[src/rtl/apb_gpio_pkg.sv]
// Shared constants for the APB GPIO port: register map, synchroniser depth
// bounds and the width of the post-reset warm-up counter.
package apb_gpio_pkg;

  localparam logic [4:0] ADDR_IN      = 5'h00;
  localparam logic [4:0] ADDR_OUT     = 5'h01;
  localparam logic [4:0] ADDR_DIR     = 5'h02;
  localparam logic [4:0] ADDR_OUT_SET = 5'h03;
  localparam logic [4:0] ADDR_OUT_CLR = 5'h04;
  localparam logic [4:0] ADDR_RISE_EN = 5'h05;
  localparam logic [4:0] ADDR_FALL_EN = 5'h06;
  localparam logic [4:0] ADDR_STATUS  = 5'h07;
  localparam logic [4:0] ADDR_IRQ_EN  = 5'h08;
  localparam logic [4:0] ADDR_LAST    = ADDR_IRQ_EN;

  localparam int SYNC_MIN = 2;
  localparam int SYNC_MAX = 4;

  // Must hold SYNC_MAX+1, the longest warm-up.
  localparam int WARM_W = $clog2(SYNC_MAX + 2);

endpackage

[src/rtl/gpio_sync_edge.sv]
// Per-pin input synchroniser with a one-cycle-delayed copy for edge detection;
// edge pulses are held off until the chain has flushed after reset.
module gpio_sync_edge
  import apb_gpio_pkg::*;
#(
  parameter int WIDTH       = 8,
  parameter int SYNC_STAGES = 2
) (
  input  logic             clk,
  input  logic             rst,
  input  logic [WIDTH-1:0] pad_in,
  output logic [WIDTH-1:0] sync,
  output logic [WIDTH-1:0] rise,
  output logic [WIDTH-1:0] fall
);

  localparam logic [WARM_W-1:0] WARM_DONE = WARM_W'(SYNC_STAGES + 1);

  logic [SYNC_STAGES-1:0][WIDTH-1:0] chain_q;
  logic [WIDTH-1:0]                  prev_q;
  logic [WARM_W-1:0]                 warm_q;
  logic                              armed;

  // NOTE: non-blocking assignments make every stage sample its neighbour's
  // pre-edge value, which is what turns this into a shift register.
  always_ff @(posedge clk or posedge rst) begin
    if (rst) begin
      chain_q <= '0;
      prev_q  <= '0;
      warm_q  <= '0;
    end else begin
      chain_q <= {chain_q[SYNC_STAGES-2:0], pad_in};
      prev_q  <= chain_q[SYNC_STAGES-1];
      if (!armed) warm_q <= warm_q + 1'b1;
    end
  end

  // A pin already high at reset would look like a rising edge until the
  // chain and the delayed copy have both filled.
  assign armed = (warm_q == WARM_DONE);
  assign sync  = chain_q[SYNC_STAGES-1];
  assign rise  = sync & ~prev_q & {WIDTH{armed}};
  assign fall  = ~sync & prev_q & {WIDTH{armed}};

endmodule

[src/rtl/apb_gpio_port.sv]
// APB3 GPIO port: output/direction registers with atomic set/clear, and
// edge-capture status feeding a maskable level interrupt.
module apb_gpio_port
  import apb_gpio_pkg::*;
#(
  parameter int WIDTH       = 8,
  parameter int SYNC_STAGES = 2
) (
  input  logic             PCLK,
  input  logic             PRESET,
  input  logic             PSEL,
  input  logic             PENABLE,
  input  logic             PWRITE,
  input  logic [4:0]       PADDR,
  input  logic [7:0]       PWDATA,
  output logic [7:0]       PRDATA,
  output logic             PREADY,
  output logic             PSLVERR,
  input  logic [WIDTH-1:0] pad_in,
  output logic [WIDTH-1:0] pad_out,
  output logic [WIDTH-1:0] pad_oe,
  output logic             irq
);

  logic [WIDTH-1:0] in_sync, rise, fall;
  logic [WIDTH-1:0] out_q, dir_q, rise_en_q, fall_en_q, status_q, irq_en_q;
  logic             irq_q;
  logic             access, unmapped, wr_en, rd_en;
  logic [WIDTH-1:0] wdata, status_set, status_clr, rd_word;

  gpio_sync_edge #(
    .WIDTH       (WIDTH),
    .SYNC_STAGES (SYNC_STAGES)
  ) u_sync_edge (
    .clk    (PCLK),
    .rst    (PRESET),
    .pad_in (pad_in),
    .sync   (in_sync),
    .rise   (rise),
    .fall   (fall)
  );

  assign access   = PSEL & PENABLE;
  assign unmapped = (PADDR > ADDR_LAST);
  assign wr_en    = access & PWRITE & ~unmapped;
  assign rd_en    = access & ~PWRITE;
  assign wdata    = PWDATA[WIDTH-1:0];

  assign status_set = (rise & rise_en_q) | (fall & fall_en_q);
  assign status_clr = (wr_en && PADDR == ADDR_STATUS) ? wdata : '0;

  always_ff @(posedge PCLK or posedge PRESET) begin
    if (PRESET) begin
      out_q     <= '0;
      dir_q     <= '0;
      rise_en_q <= '0;
      fall_en_q <= '0;
      status_q  <= '0;
      irq_en_q  <= '0;
      irq_q     <= 1'b0;
    end else begin
      if (wr_en) begin
        case (PADDR)
          ADDR_OUT:     out_q     <= wdata;
          ADDR_DIR:     dir_q     <= wdata;
          ADDR_OUT_SET: out_q     <= out_q | wdata;
          ADDR_OUT_CLR: out_q     <= out_q & ~wdata;
          ADDR_RISE_EN: rise_en_q <= wdata;
          ADDR_FALL_EN: fall_en_q <= wdata;
          ADDR_IRQ_EN:  irq_en_q  <= wdata;
          default: ;
        endcase
      end
      // A new edge beats a simultaneous W1C so no event is lost.
      status_q <= (status_q & ~status_clr) | status_set;
      irq_q    <= |(status_q & irq_en_q);
    end
  end

  // NOTE: defaulting every output before the case keeps this purely
  // combinational; a missed branch would otherwise infer a latch.
  always_comb begin
    rd_word = '0;
    PRDATA  = '0;
    case (PADDR)
      ADDR_IN:      rd_word = in_sync;
      ADDR_OUT:     rd_word = out_q;
      ADDR_DIR:     rd_word = dir_q;
      ADDR_RISE_EN: rd_word = rise_en_q;
      ADDR_FALL_EN: rd_word = fall_en_q;
      ADDR_STATUS:  rd_word = status_q;
      ADDR_IRQ_EN:  rd_word = irq_en_q;
      default:      rd_word = '0;
    endcase
    if (rd_en) PRDATA[WIDTH-1:0] = rd_word;
  end

  assign PREADY  = 1'b1;
  assign PSLVERR = access & unmapped;
  assign pad_out = out_q;
  assign pad_oe  = dir_q;
  assign irq     = irq_q;

endmodule

[config.mk]
export PLATFORM = sky130hd
export DESIGN_NAME = apb_gpio_port
export DESIGN_NICKNAME = d
export VERILOG_FILES = /design/src/rtl/apb_gpio_pkg.sv /design/src/rtl/gpio_sync_edge.sv /design/src/rtl/apb_gpio_port.sv
export SDC_FILE = /design/constraint.sdc
export NUM_CORES = 1
export LEC_CHECK = 0
export ABC_AREA = 1
export BUFFER_PORTS_ARGS = -buffer_cell sky130_fd_sc_hd__buf_4
export CAP_MARGIN = 10
export CORE_ASPECT_RATIO = 2
export CORE_MARGIN = 2
export CORE_UTILIZATION = 60
export CTS_CLUSTER_DIAMETER = 200
export DETAILED_ROUTE_END_ITERATION = 10
export PLACE_DENSITY = 0.83
export SETUP_SLACK_MARGIN = 0.3
export SLEW_MARGIN = 20
export SYNTH_ARGS = -nofsm -noshare
export SYNTH_HDL_FRONTEND = slang
export SYNTH_SLANG_ARGS = --single-unit
export TNS_END_PERCENT = 5
[constraint.sdc]
create_clock -name PCLK -period 3.25 [get_ports PCLK]
set_input_delay 0.1625 -clock PCLK [delete_from_list [all_inputs] [get_ports PCLK]]
set_output_delay 0.1625 -clock PCLK [all_outputs]
set_load 0.005 [all_outputs]
==> run metrics <==
clk_lat worst skew=340 ps; Tot GR Track Use=0.343; Data arrival, critical path=1840 ps; ANT cells=0; Mapped Nets=519; CP Launch Point=PADDR[2]; Seq/Total Area, Yosys=0.489; routed vias/inst=5.96; Pleak=2.43 nW; synthesis-to-finish area growth=22.0%; pin count of the biggest net entering global routing=28; achievable frequency=0.500 GHz; vias=3822; initial antenna violation count=0; Bufs on Longest Clock Path=2; final hold violations=0; FF+latch count, synth=76; initial DRC count=391; final worst path period need=2000 ps; Final HPWL DP=8150 um; launching element type of the critical path=input pin; final setup fails=0; post_cts resized=0; Die Y=118 um; Synth Instances=491; peak supply drop=0.000457 V; first-pass GRT wire length=18100 um; TritonCTS clock tree=built; Critical Path Fanout Max=21; Setup Crit Path Kind=in -> out; Synth warnings=0; Worst R2R Start=u_sync_edge.warm_q[0]$_DFFE_PP0P_; crit share post-route=0.616; Hold Crit Start=PWDATA[4]; Min-Delay Path Class=in -> reg; Site Rows=41; clk sink count=76; vias in the first global route=3744; commonest non-fill, non-tap cell in the layout=nand2_1; initial core utilization=0.616; total design power=2.37 mW; die area=7180 um2; Post-DRT Antenna Nets=0; DR pass1 iterations=6; Clock Skew=5.72 ps; Final Max Tran Viols=0; Slew headroom=0.443; MaxCap Viol Count=0; setup_tns=0 ps; Final GP Congestion=0.977; count of different cell masters after synthesis=31; WL per Instance=17.6 um; H-tree Lvls=3; # placed instances=616; DRC=0; Worst Setup End Kind=primary output; final wirelength=11300 um; core footprint=6310 um2; mapped cell area=3890 um2; Power Dens Cells=500 nW/um2; Root Buffer=clkbuf_16; most frequent cells in the layout=nand2_1 (154), dfrtp_1 (76), buf_4 (55); fin cells=641; outcome=completed; final net count=578; RSZ-0062 raised after global routing=no; Die X=60.9 um; clk slew on worst S/H paths=60 ps; Num CTS Buffers=9; number of port buffers=51; gr ovfl total=0; Mean Syn Cell Area=7.92 um2; Tightest Pin Transition=835 ps; layout cell share with drive strength beyond 1=0.169; # IOs=53; Worst Path Required=3090 ps
==> flip-flops by register name, summed over array words and instances, names as in the netlist <==
signal	flops
fall_en_q	8
irq	1
irq_en_q	8
pad_oe	8
pad_out	8
rise_en_q	8
status_q	8
u_sync_edge.chain_q	8
u_sync_edge.prev_q	8
u_sync_edge.sync	8
u_sync_edge.warm_q	3
==> synthesized netlist by cell type <==
master | n | area share
nand2_1 | 154 | 0.15
dfrtp_1 | 76 | 0.49
nand4_1 | 48 | 0.077
inv_1 | 39 | 0.038
nand3_1 | 35 | 0.045
nor2_1 | 33 | 0.032
o21ai_1 | 21 | 0.027
o21ai_0 | 20 | 0.026
a21oi_1 | 12 | 0.015
clkbuf_1 | 6 | 0.0058
nor2_2 | 6 | 0.0097
buf_2 | 5 | 0.0064
buf_4 | 4 | 0.0077
inv_2 | 4 | 0.0039
nand3b_1 | 4 | 0.0077
nor2_4 | 4 | 0.012
clkinv_1 | 3 | 0.0029
a221oi_1 | 2 | 0.0045
ha_1 | 2 | 0.0064
nand3_2 | 2 | 0.0051
buf_6 | 1 | 0.0029
conb_1 | 1 | 0.00096
mux2_2 | 1 | 0.0029
nand2_4 | 1 | 0.0029
nand3_4 | 1 | 0.0045
nand4_2 | 1 | 0.0032
nor2_8 | 1 | 0.0051
nor3_1 | 1 | 0.0013
nor3_2 | 1 | 0.0026
o21bai_1 | 1 | 0.0019
xnor2_1 | 1 | 0.0023
==> metal layers <==
layer	vias up	GRT usage	wire (um)
met5	-	0	0
met4	0	0.283	914
met3	64	0.0758	816
met2	219	0.543	5740
met1	1776	0.366	3820
li1	1763	-	-
==> repair_timing <==
item,in CTS,in global routing
hold endpoints to repair,31,0
setup buffers,0,0
hold buffers,9,0
==> critical path, stage by stage <==
cell and delay [ps]:
buf_4 160, nor2_2 640, nand3_1 310, nor2_1 160
nor2_1 60, a21oi_1 180, buf_4 150
==> worst paths after layout <==
check                                                    end  slack, ps  cells past startpoint
min in group asynchronous             pad_out[4]$_DFFE_PP0P_        420                      3
max in group asynchronous            irq_en_q[7]$_DFFE_PP0P_       2090                      4
setup / recovery                                   PRDATA[5]       1250                      7
hold / removal                      rise_en_q[4]$_DFFE_PP0P_        120                      3
setup reg to reg           u_sync_edge.warm_q[1]$_DFFE_PP0P_       1710                      3
hold reg to reg                u_sync_edge.sync[5]$_DFF_PP0_        350                      0
==> kinds of logic (layout without fill, tap and decap cells) <==
kind of cell               after synthesis  count (layout)  share of synthesized area
adders and majority gates                2               2                    0.00643
other                                    1               1                   0.000964
buffers and inverters                   62             126                     0.0672
muxes                                    1               1                    0.00290
xor gates and xnor gates                 1               1                    0.00225
AOI/OAI and AO/OA                       56              56                     0.0746
DFF                                     76              76                      0.489
and+or+nand+nor                        292             292                      0.356
==> power breakdown <==
| part | switching [mW] | leakage [nW] | total, mW | internal [mW] |
|---|---|---|---|---|
| Combinational | 0.155 | 1.37 | 0.247 | 0.0912 |
| Clock | 0.397 | 0.160 | 1.10 | 0.699 |
| Sequential | 0.0354 | 0.901 | 1.03 | 0.994 |
==> final cells by class <==
cell class	count	area, um2
clock inverters	6	93.8
multi-input cells	353	1730
repair buffers	64	503
flip-flops and latches	76	1900
well taps	86	108
clock buffers	10	239
fillers	498	1570
inverters	46	173
==> per-stage QoR <==
stage	setup slack [ps]	hold slack, ps	utilization	instance area [um2]
floorplan	1150	194	-	3890
global placement	1250	219	0.685	4320
detailed placement	1080	230	0.685	4320
CTS	1280	115	0.752	4740
global route	1120	131	0.752	4740
finish	1250	121	0.752	4740
Power figures use the tool's default switching activity.
